--- src/rtl/soc_ifc_pkg.sv ---
// soc_ifc_pkg: shared fuse-loader state encoding and default register addresses
package soc_ifc_pkg;
  typedef enum logic [2:0] {IDLE, FETCH, WRITE, DONE_WR, DONE, ERROR} fuse_ld_state_e;
  localparam logic [31:0] FUSE_BASE_ADDR_DEFAULT = 32'h200;
  localparam logic [31:0] FUSE_DONE_ADDR_DEFAULT = 32'h3F8;
endpackage

--- src/rtl/soc_ifc_hs_timeout.sv ---
// soc_ifc_hs_timeout: per-handshake wait counter that flags expiry on the last allowed cycle
module soc_ifc_hs_timeout #(
  parameter int LIMIT = 255,
  localparam int CNT_W = $clog2(LIMIT + 1)
) (
  input  logic clk,
  input  logic cptra_rst_b,
  input  logic clr,
  input  logic inc,
  output logic expire
);
  logic [CNT_W-1:0] cnt;
  always_ff @(posedge clk or negedge cptra_rst_b)
    if (!cptra_rst_b) cnt <= '0;
    else cnt <= clr ? '0 : inc ? cnt + CNT_W'(1) : cnt;
  assign expire = inc && cnt == CNT_W'(LIMIT - 1);
endmodule

--- src/rtl/soc_ifc_fuse_loader.sv ---
// soc_ifc_fuse_loader: copies fuse words from a source port into the soc_ifc fuse window, then writes fuse_done
module soc_ifc_fuse_loader
  import soc_ifc_pkg::*;
#(
  parameter int NUM_FUSE_WORDS = 32,
  parameter int ADDR_W = 18,
  parameter logic [31:0] FUSE_BASE_ADDR = FUSE_BASE_ADDR_DEFAULT,
  parameter logic [31:0] FUSE_DONE_ADDR = FUSE_DONE_ADDR_DEFAULT,
  parameter int ACK_TIMEOUT = 255,
  localparam int IDX_W = NUM_FUSE_WORDS > 1 ? $clog2(NUM_FUSE_WORDS) : 1,
  localparam int ERR_W = $clog2(NUM_FUSE_WORDS + 1)
) (
  input  logic              clk,
  input  logic              cptra_rst_b,
  input  logic              ready_for_fuses,
  output logic              src_req,
  output logic [IDX_W-1:0]  src_idx,
  input  logic              src_ack,
  input  logic [31:0]       src_data,
  output logic              wr_req,
  output logic [ADDR_W-1:0] wr_addr,
  output logic [31:0]       wr_data,
  input  logic              wr_ack,
  input  logic              wr_err,
  output logic              load_busy,
  output logic              load_done,
  output logic              load_err,
  output logic [ERR_W-1:0]  err_idx
);
  fuse_ld_state_e state, state_n;
  logic gap;
  logic [IDX_W-1:0] idx, idx_n;
  logic [31:0] data, data_n;
  logic [ERR_W-1:0] err_n;
  logic req, ack, expire, hs_err, last;
  if (64'(FUSE_BASE_ADDR) + 64'(4 * (NUM_FUSE_WORDS - 1)) >= (64'd1 << ADDR_W)) begin : g_addr_range
    $error("fuse window does not fit in ADDR_W");
  end
  assign src_req = state == FETCH && !gap;
  assign wr_req = (state == WRITE || state == DONE_WR) && !gap;
  assign src_idx = src_req ? idx : '0;
  assign wr_addr = !wr_req ? '0 : state == DONE_WR ? ADDR_W'(FUSE_DONE_ADDR) : ADDR_W'(FUSE_BASE_ADDR) + ADDR_W'({idx, 2'b00});
  assign wr_data = !wr_req ? '0 : state == DONE_WR ? 32'h1 : data;
  assign load_busy = state inside {FETCH, WRITE, DONE_WR};
  assign load_done = state == DONE;
  assign load_err = state == ERROR;
  assign req = src_req || wr_req;
  assign ack = (src_req && src_ack) || (wr_req && wr_ack);
  assign hs_err = wr_req && wr_ack && wr_err;
  assign last = idx == IDX_W'(NUM_FUSE_WORDS - 1);
  soc_ifc_hs_timeout #(.LIMIT(ACK_TIMEOUT)) u_timeout (
    .clk(clk),
    .cptra_rst_b(cptra_rst_b),
    .clr(!req),
    .inc(req && !ack),
    .expire(expire)
  );
  always_comb begin
    state_n = state;
    idx_n = idx;
    data_n = data;
    err_n = err_idx;
    case (state)
      IDLE: if (ready_for_fuses) begin
        state_n = FETCH;
        idx_n = '0;
      end
      FETCH, WRITE, DONE_WR:
        if (gap) state_n = ready_for_fuses ? state : IDLE;
        else if (hs_err || (expire && ready_for_fuses)) begin
          state_n = ERROR;
          err_n = state == DONE_WR ? ERR_W'(NUM_FUSE_WORDS) : ERR_W'(idx);
        end
        else if (expire || (ack && !ready_for_fuses)) state_n = IDLE;
        else if (ack) begin
          state_n = state == FETCH ? WRITE : state == DONE_WR ? DONE : last ? DONE_WR : FETCH;
          data_n = state == FETCH ? src_data : data;
          idx_n = state == WRITE && !last ? idx + IDX_W'(1) : idx;
        end
      default: ;
    endcase
  end
  always_ff @(posedge clk or negedge cptra_rst_b)
    if (!cptra_rst_b) begin
      state <= IDLE;
      gap <= 1'b0;
      idx <= '0;
      data <= '0;
      err_idx <= '0;
    end else begin
      state <= state_n;
      gap <= state_n != state;
      idx <= idx_n;
      data <= data_n;
      err_idx <= err_n;
    end
  assert property (@(posedge clk) disable iff (!cptra_rst_b)
    !$isunknown({state, src_req, src_idx, wr_req, wr_addr, wr_data, load_busy, load_done, load_err, err_idx}));
  assert property (@(posedge clk) disable iff (!cptra_rst_b)
    src_req && !src_ack && !expire |=> src_req && $stable(src_idx));
  assert property (@(posedge clk) disable iff (!cptra_rst_b)
    wr_req && !wr_ack && !expire |=> wr_req && $stable(wr_addr) && $stable(wr_data));
  assert property (@(posedge clk) disable iff (!cptra_rst_b) !(load_done && load_err));
endmodule

--- config.mk ---
export PLATFORM = sky130hd
export DESIGN_NAME = soc_ifc_fuse_loader
export DESIGN_NICKNAME = d
export VERILOG_FILES = /design/src/rtl/soc_ifc_pkg.sv /design/src/rtl/soc_ifc_hs_timeout.sv /design/src/rtl/soc_ifc_fuse_loader.sv
export SDC_FILE = /design/constraint.sdc
export NUM_CORES = 1
export LEC_CHECK = 0
export ABC_CLOCK_PERIOD_IN_PS = 4500
export CAP_MARGIN = 20
export CORE_MARGIN = 2
export CORE_UTILIZATION = 49
export DETAILED_ROUTE_END_ITERATION = 6
export HOLD_SLACK_MARGIN = 0.15
export PLACE_DENSITY_LB_ADDON = 0.1
export SLEW_MARGIN = 20
export SYNTH_ARGS = -nofsm -noshare
export SYNTH_HDL_FRONTEND = slang
export SYNTH_SLANG_ARGS = --single-unit
--- constraint.sdc ---
create_clock -name clk -period 4.5 [get_ports clk]
set_clock_uncertainty 0.05 [all_clocks]
set_input_delay 0.9 -clock clk [delete_from_list [all_inputs] [get_ports clk]]
set_output_delay 0.9 -clock clk [all_outputs]
set_load 0.01 [all_outputs]
======== Yosys cells after proc, flatten, opt, wreduce, memory -nomap -nowiden ========
Index checks and enable logic that the tools add are counted.
cells by class
  $add $sub $neg .......................... 3
  equality and inequality tests ........... 15
  mux-type cells .......................... 25
  bitwise operators ....................... 3
  reductions and logical operators ........ 26
operators by type and width
  cell                                                 number
  2-to-1 mux 32 bit                                    2
  2-to-1 mux 5 bit                                     7
  2-to-1 mux 3 bit                                     8
  2-to-1 mux 11 bit                                    2
  2-to-1 mux 8 bit                                     2
  != test 2 bit, second input constant                 6
  adder 10 x 7 -> 11 bit, first input constant         1
  logical AND 1 bit                                    10
  case mux 5 bit (2 select lines)                      1
  adder 8 x 1 -> 8 bit, second input constant          1
  equality test 8 bit, second input constant           1
  AND reduction 7 bit                                  1
  equality test 3 x 2 -> 1 bit, second input constant  2
  equality test 3 bit, second input constant           2
  2-to-1 mux 6 bit                                     1
  case mux 3 bit (2 select lines)                      1
  AND reduction 6 bit                                  1
  adder 5 x 1 -> 5 bit, second input constant          1
  equality test 5 bit, second input constant           1
  logical OR 1 bit                                     5
  logical NOT 1 bit                                    4
  equality test 3 x 1 -> 1 bit, second input constant  1
  logical NOT 3 bit                                    1
  != test 3 bit                                        1
  other kinds (7)                                      9
word-level totals
  bits in registers ....................... 55
  bits of input ports ..................... 38
  output and inout bits ................... 66
  logic and storage cells ................. 78

======== Logic depth before layout (Yosys ltp) ========
Gate-level depths: netlist of run 1.
  depth after elaboration ................. 14
  gate-level depth with buffers ........... 8
  depth with buffers taken out ............ 8

======== Modules after synthesis ========
A second synthesis of run 1 with hierarchy kept.
second synthesis, totals
  cell total of the unflattened synthesis .. 291
  area total of the unflattened synthesis .. 3,225.6 um2
modules (own cells, without submodules)
  module               times used  cells an instance  area an instance (um2)  sequential area each (um2)
  soc_ifc_fuse_loader  1           250                2,813.9                 1,176.1
  soc_ifc_hs_timeout   1           41                 411.6                   200.2

======== Worst setup path after synthesis of run 1 ========
OpenSTA, ideal clock, no wires.
  path type ............................... register to output
  from .................................... register state[1]
  to ...................................... output wr_addr[8]
  arrival ................................. 1.495 ns
  data required time ...................... 3.550 ns
  setup slack ............................. 2.055 ns
  stages on the path, launching flop included .. 6
  buffers on the path ..................... 3
  cell sequence ........................... dfrtp_1 -> buf_2 -> clkbuf_1 -> nand3_1 -> nor2_1 -> buf_4
between the ends
  cells in the longest elaborated chain, start to end .. 4
  elaborated cells on any way between the ends .. 6
  those cells by class .................... eq/ne (2); mux (2); reduce/logical (2)
ends and longest elaborated chain
  what                                             RTL line                                              text
  from (decl)                                      soc_ifc_fuse_loader.sv:30                             fuse_ld_state_e state, state_n;
  from (signal assigned)                           soc_ifc_fuse_loader.sv:91                             state <= state_n;
  equality test 3 x 2 -> 1 bit (on tied branches)  soc_ifc_fuse_loader.sv:40, soc_ifc_fuse_loader.sv:42
  logical OR 1 bit                                 soc_ifc_fuse_loader.sv:40                             assign wr_req = (state == WRITE || state == DONE_WR) && !gap;
  logical AND 1 bit                                soc_ifc_fuse_loader.sv:40
  2-to-1 mux 11 bit *                              soc_ifc_fuse_loader.sv:42                             assign wr_addr = !wr_req ? '0 : state == DONE_WR ? ADDR_W'(FUSE_DONE_ADDR) : ADDR_W'(FUSE_BASE_ADDR) + ADDR_W' ...
  to (decl)                                        soc_ifc_fuse_loader.sv:21                             output logic [ADDR_W-1:0] wr_addr,
Every way passes the cells marked *; elsewhere a longest branch is shown, timed or not.

======== Worst setup path after layout of run 1 ========
  from .................................... register state[1]
  to ...................................... output wr_addr[3]
Same word-level chain as after synthesis.

==> impl_results.md, run 1 <==
* Post-synthesis simple-gate area fraction at between 20% and 30%
* Num Clock Sinks at between 50 and 60
* Fin. Hold Viols at 0
* Post-synth top flop: dfrtp_1
* Layout area overhead at 33.17%
* Crit path capture type: output pin
* Worst setup SP type: flop
* Largest net degree at the start of global routing at 36
* Final Cycle Share at roughly 84%
* Post-layout min period at about 3.8 ns
* Num rows at 28
* Crit-path slowest cell: nor3b_2
* I/O pin total at 104
* RSZ-0062 raised after global routing: no
* Area leader, netlist: dfrtp_1
* DRC at 0
* Wire length per cell at between 15 and 20 um
* Via-to-Cell Ratio at about 5.4
* Starting Density at approximately half
* CP cell instances: nor3b_2, a21boi_0, clkdlybuf4s50_1
* Pwr/cell area at 202.2 mW/mm2
* Leak at around 0.0018 uW
* DR pass1 iterations at 4
* CTS Root Cell: clkbuf_8
* Worst Path Arrival at 2.82 ns
* EDFF count, synth at 0
* Most frequent cell after synthesis: dfrtp_1
* Crit-path max cell delay at between 0.8 and 0.9 ns
* Compound-Gate Fraction of Synth Area at under 10%
* Clock Latency Late Sink at about 0.31 ns
* Yosys Warn Count at 0
* DR vias at between 2000 and 2500
* Mapped cell area at ~0.0031 mm2
* CTS resizes at 0
* Setup TNS at 0 ns
* Nets at about 420
* Final WL at around 7400 um
* Asr flop ratio synth at 100.0%
* Initial antenna violation count at 0
* Avg Cell Area, Syn at approximately 10 um2
* Max Slew Vio Count at 0
* Outcome: complete, no violations
* Synth Area in XOR/XNOR at 1.992%
* Post-CTS Setup Repair Bufs at 0
* Chip Height at approximately 83 um
* Final-layout fill cell count at ~470
* Post-synthesis mux area share at 13.66%
* Synth cell types at a little over 50
* GPL Wtd Cong at approximately 0.95
* # setup viols final at 0
* Total GRT Usage at 21.36%
* Mapped Cells at slightly below 300
* First-pass GRT wire length at roughly 12000 um
* Detail Route Antenna Nets at 0
* Clock buffer depth at 2
* Die span in x at between 80 and 90 um
* Reg clk slew, reported paths at roughly 0.10 ns
* GRT Residual Overflow at 0
* Final core utilization at between 60% and 70%
* Antenna Cells at 0
* Vias in the first global route at approximately 2500
* Yosys reg bits at 55
* Detailed Place HPWL at roughly 5200 um
* H-tree levels at 2
* Die area at ~0.0069 mm2
* CTS tree: yes
* CP max FO at 23
* Synth area leaders: dfrtp_1, mux2_2, and2_1, nand3_1, buf_4
* Maximum VDD drop at approximately 0.00013 V
* F_max at between 0.2 and 0.3 GHz
* Cell family with most CP delay: simple AND/OR/NAND/NOR gates
* Adder-Cell Fraction of Synth Area at 1.626%
* DRT iter0 DRCs at roughly 230
* Core ar. at approximately 0.006 mm2
* CTS buffer count at 5
* HP Class: flop to flop
* Sequential fraction of the synthesis area at between 40 and 50%
* Max_cap viols at 0
* Largest family of logic cells by synthesized area: simple AND/OR/NAND/NOR gates
* Crit path buffers/inverters at 1
* Setup CP Type: flop to output pin
* Worst-Margin Slew at between 0.8 and 0.9 ns
* Synth top area share at between 40% and 50%
* CP required at 3.55 ns
* Rel. slew slack at about 40%
* Post-CTS Hold Fix Bufs at 0
* Port Buf Inserts at 93
* Share of layout cells above drive strength 1 at about an eighth
* Commonest cells in the netlist: dfrtp_1, and2_1, mux2_2, nand3_1, nand2_1
layout make-up:
type | instances | area [um2] | area share (%)
flip-flops and latches | 55 | 1376 | 33.58
clock inverters | 2 | 16.27 | 0.3968
multi-input cells | 215 | 1550 | 37.82
well taps | 75 | 93.84 | 2.289
inverters | 7 | 26.28 | 0.6410
repair buffers | 98 | 963.4 | 23.50
clock buffers | 6 | 72.57 | 1.770
flip-flops by register name, indices dropped and copies added, names as in the netlist:
signal,cells
idx,5
err_idx,6
data,32
state,3
gap,1
u_timeout.cnt,8
layout by cell type, fill, tap and decap left out, types with 2 or more instances in the layout:
master	Yosys	layout
a21o_1	2	2
mux2_1	3	3
nor2b_1	7	7
o21ai_0	6	6
a21boi_0	2	2
and3_1	6	6
a21oi_1	4	4
xnor2_1	4	4
nand4b_1	2	2
buf_4	12	5
nor3b_1	3	2
and2_1	37	37
nand2b_1	3	3
nand3_1	20	20
o2111ai_1	2	2
a211oi_1	2	2
nor2_1	13	13
mux2_2	29	29
o21a_1	3	3
inv_1	6	6
nand2_1	17	17
clkdlybuf4s50_1	0	92
xor2_1	3	3
mux2i_1	6	6
nand4_1	4	4
nor3_1	4	4
clkbuf_8	0	5
ha_1	4	4
conb_1	1	10
dfrtp_1	55	55
where the power goes:
part	leakage, uW	total, uW	internal (uW)	switching, uW
combinational	0.00103	52.2	29.5	22.7
sequential	0.000743	494	494	0
clock	0.0000418	283	112	170
total	0.00181	829	636	193
worst reg2reg max path, stage by stage, from the launching register on:
cell     delay, ns
dfrtp_1       0.79
nor3b_2       0.85
nand2_1       0.40
nand2_1       0.31
nand3_1       0.15
nand2_1       0.10
per-stage QoR:
stage / setup slack (ns) / power (uW) / cell area [um2] / instances / hold WS [ns]
4_1_cts: 0.7630 / 836.9 / 4099 / 458 / 0.4464
6_report: 0.7347 / 828.8 / 4099 / 458 / 0.4420
3_3_place_gp: 1.143 / 555.4 / 4010 / 450 / 0.4147
2_1_floorplan: 2.055 / 518.2 / 3112 / 304 / 0.4056
3_5_place_dp: 1.096 / 556.0 / 4010 / 450 / 0.4226
5_1_grt: 0.5573 / 860.8 / 4099 / 458 / 0.4730
metal layers:
layer	share of wire (%)	wire, um	up-vias	track usage, %
li1	-	-	1178	-
met1	42	3105	1161	27.55
met2	49	3577	120	35.19
met3	7.4	546	13	4.970
met4	1.8	129	0	7.601
met5	0	0	-	0
cell families after synthesis:
kind of cell             Yosys count
adder cells (fa/ha/maj)            4
AND/OR/NAND/NOR                  125
multiplexers                      38
buffers and inverters             34
XOR/XNOR                           7
AO/OA/AOI/OAI                     31
other                              1
flip-flops                        55
final timing paths:
path	slack [ns]	end	cells after the start	from
min in group asynchronous	0.62	err_idx[2]$_DFFE_PN0P_	1	cptra_rst_b
max in group asynchronous	3.00	data[15]$_DFFE_PN0P_	2	cptra_rst_b
setup reg to reg	1.79	err_idx[2]$_DFFE_PN0P_	5	state[1]$_DFF_PN0_
setup / recovery	0.73	wr_addr[3]	3	state[1]$_DFF_PN0_
hold reg to reg	0.44	data[28]$_DFFE_PN0P_	1	data[28]$_DFFE_PN0P_
hold / removal	0.44	data[28]$_DFFE_PN0P_	1	data[28]$_DFFE_PN0P_
No activity file was read; power rests on OpenSTA's default activity.
==> inputs of run 2 (changes only) <==
ABC_CLOCK_PERIOD_IN_PS = 3300   (was 4500)
CORE_UTILIZATION = 41   (was 49)
clock period = 3.3 ns   (was 4.5 ns; I/O delays follow)
==> run 2 against run 1 <==
Clock power rose by 38%; highest routed layer unchanged; setup slack got worse by 0.40 ns; die area rose by 19%; largest power group unchanged.
==> impl_results.md, run 2 (synthesis results as in run 1) <==
* Post-CTS Setup Repair Bufs at 0 (unchanged)
* Setup CP Type: flop to output pin
* Largest net degree at the start of global routing at 56 (+56%)
* GRT Residual Overflow at 0 (unchanged)
* Gate power share at 6.4% (about the same)
* FF+latch area at 0.001376 mm2 (unchanged)
* # setup viols final at 0 (unchanged)
* Antenna Cells at 0 (unchanged)
* Max_cap viols at 0 (unchanged)
* DRC at 0 (unchanged)
* CP required at 2.59 ns (-0.96 ns)
* Clock power frac at 34.3% (+0.2 points)
* Multi-input gate area at 0.001550 mm2 (unchanged)
* Port Buf Inserts at 93 (unchanged)
* DR pass1 iterations at 4 (unchanged)
* Setup TNS at 0 ns (unchanged)
* Total GRT Usage at 18.85% (-2.5 points)
* Switching part of the total at 21.85% (-1.4 points)
* Layout area overhead at 37.20%
* Via-to-Cell Ratio at 5.037 (-6.7%)
* Share of layout cells above drive strength 1 at 15.01% (+2.2 points)
* Wire length per cell at 15.16 um (-5.7%)
* Worst-Margin Slew at 0.5936 ns (-0.3004 ns)
* Pwr/cell area at 269.3 mW/mm2 (+33%)
* Top reg by flops: data
* Placed cells at 484 (+7.6%)
* Final Cycle Share at about 90%
* Nets at 434 (+2.4%)
* CTS resizes at 0 (unchanged)
* Crit path capture type: output pin
* CTS buffer count at 5 (unchanged)
* Post-layout min period at 2.968 ns
* Overall power at 1137 uW (+37%)
* Rel. slew slack at 60.16% (+20 points)
* Worst setup SP type: flop
* Crit-path slowest cell: dfrtp_1
* Fin. Hold Viols at 0 (unchanged)
* GPL Wtd Cong at 0.8828 (-7.5%)
* Num rows at 31 (+11%)
* Largest regs: data x32, u_timeout.cnt x8, err_idx x6
* I/O pin total at 104 (unchanged)
* First-pass GRT wire length at 12480 um (+3.7%)
* Reg clk slew, reported paths at 0.10 ns (about the same)
* Most frequent cells in the layout: clkdlybuf4s50_1, dfrtp_1, and2_1
* Switch Pwr at 248.5 uW (+29%)
* DR vias at 2478 (+0.24%)
* Max reg flops at 32 (unchanged)
* Die area at 0.008217 mm2 (+19%)
* Final-layout fill cell count at 649 (+38%)
* Core ar. at 0.007253 mm2 (+21%)
* Die span in x at 90.65 um (+8.9%)
* CP cell instances: nor3b_2, buf_4, a21boi_0, clkdlybuf4s50_1
* Initial antenna violation count at 0 (unchanged)
* H-tree levels at 2 (unchanged)
* Leak at 0.001876 uW (+3.5%)
* Num Clock Sinks at 55 (unchanged)
* Outcome: complete, no violations
* Post-CTS Hold Fix Bufs at 0 (unchanged)
* CTS Root Cell: clkbuf_8
* CP max FO at 15 (-35%)
* Detailed Place HPWL at 5360 um (+3.3%)
* CTS tree: yes
* Maximum VDD drop at 0.0002243 V (+69%)
* DRT iter0 DRCs at 162 (-30%)
* Chip Height at 90.65 um (+8.9%)
* Crit path buffers/inverters at 2 (+1)
* Clock Latency Late Sink at 0.30 ns (about the same)
* Worst Path Arrival at 2.26 ns (-0.56 ns)
* Internal power at 888.6 uW (+40%)
* RSZ-0062 raised after global routing: no
* Cell family with most CP delay: buffers and inverters
* Non-Filler Instances at 492 (+7.4%)
* Crit-path max cell delay at 0.59 ns (-0.26 ns)
* Commonest non-fill, non-tap cell in the layout: clkdlybuf4s50_1
* Detail Route Antenna Nets at 0 (unchanged)
* Clock buffer depth at 2 (unchanged)
* Starting Density at 42.44% (-8.9 points)
* Final WL at 7458 um (+1.3%)
* HP Class: input port to async pin
* Vias in the first global route at 2515 (+1.7%)
* Max Slew Vio Count at 0 (unchanged)
* F_max at ~0.34 GHz
* Register share of total power at 59.2% (-0.4 points)
run 2: cell count changes in the layout (fill, tap and decap cells not counted):
cell        delta
buf_12         +1
clkinv_4       +1
inv_6          -1
clkinvlp_4     -1
clkbuf_8       +1
buf_4          +9
run 2: power groups by stage:
stage	sequential [uW]	combinational [uW]	clock (uW)
floorplan	687	19.7	0
global placement	687	74.1	0
detailed placement	687	74.2	0
CTS	673	74.4	409
global route	674	80.7	433
finish	673	73.3	390
run 2: worst reg2reg max path: cells and delay by family, from the launching register on:
kind             cells  cell delay, ns
flip-flops           1            0.59
AND/OR/NAND/NOR      2            0.67
AO/OA/AOI/OAI        2            0.62
multiplexers         1            0.20
run 2: final cells by class:
| type | count | area share, % |
|---|---|---|
| sequential | 55 | 32.59 |
| clock buffer | 7 | 2.044 |
| tap | 99 | 2.933 |
| inverter | 7 | 0.6222 |
| timing repair buffer | 108 | 24.89 |
| multi-input combinational | 215 | 36.71 |
| clock inverter | 1 | 0.2074 |
run 2: final timing paths:
| check | from | to | slack, ns | cells after the start |
|---|---|---|---|---|
| max in group asynchronous | cptra_rst_b | state[2]$_DFF_PN0_ | 2.65 | 2 |
| hold reg to reg | data[29]$_DFFE_PN0P_ | data[29]$_DFFE_PN0P_ | 0.44 | 1 |
| setup / recovery | state[1]$_DFF_PN0_ | wr_addr[6] | 0.33 | 4 |
| min in group clk | data[29]$_DFFE_PN0P_ | data[29]$_DFFE_PN0P_ | 0.44 | 1 |
| setup reg to reg | state[1]$_DFF_PN0_ | idx[4]$_DFFE_PN0P_ | 1.09 | 5 |
| hold / removal | cptra_rst_b | state[0]$_DFF_PN0_ | 0.29 | 2 |
run 2: routing by layer:
layer | share of wire [%] | vias up | GRT usage, %
li1 | - | 1199 | -
met1 | 45 | 1191 | 24.68
met2 | 48 | 82 | 31.97
met3 | 6.1 | 6 | 3.923
met4 | 0.70 | 0 | 4.615
met5 | 0 | - | 0
run 2: stage by stage:
stage	cell area (um2)	util [%]	hold WS, ns	worst slack, ns
final	4223	58.22	0.2906	0.3321
after global routing	4223	58.22	0.3007	0.2010
after CTS	4223	58.22	0.2970	0.3269
after detailed placement	4128	56.91	0.4229	0.6801
after global placement	4128	56.91	0.4160	0.6841
after floorplan	3112	-	0.3144	1.095
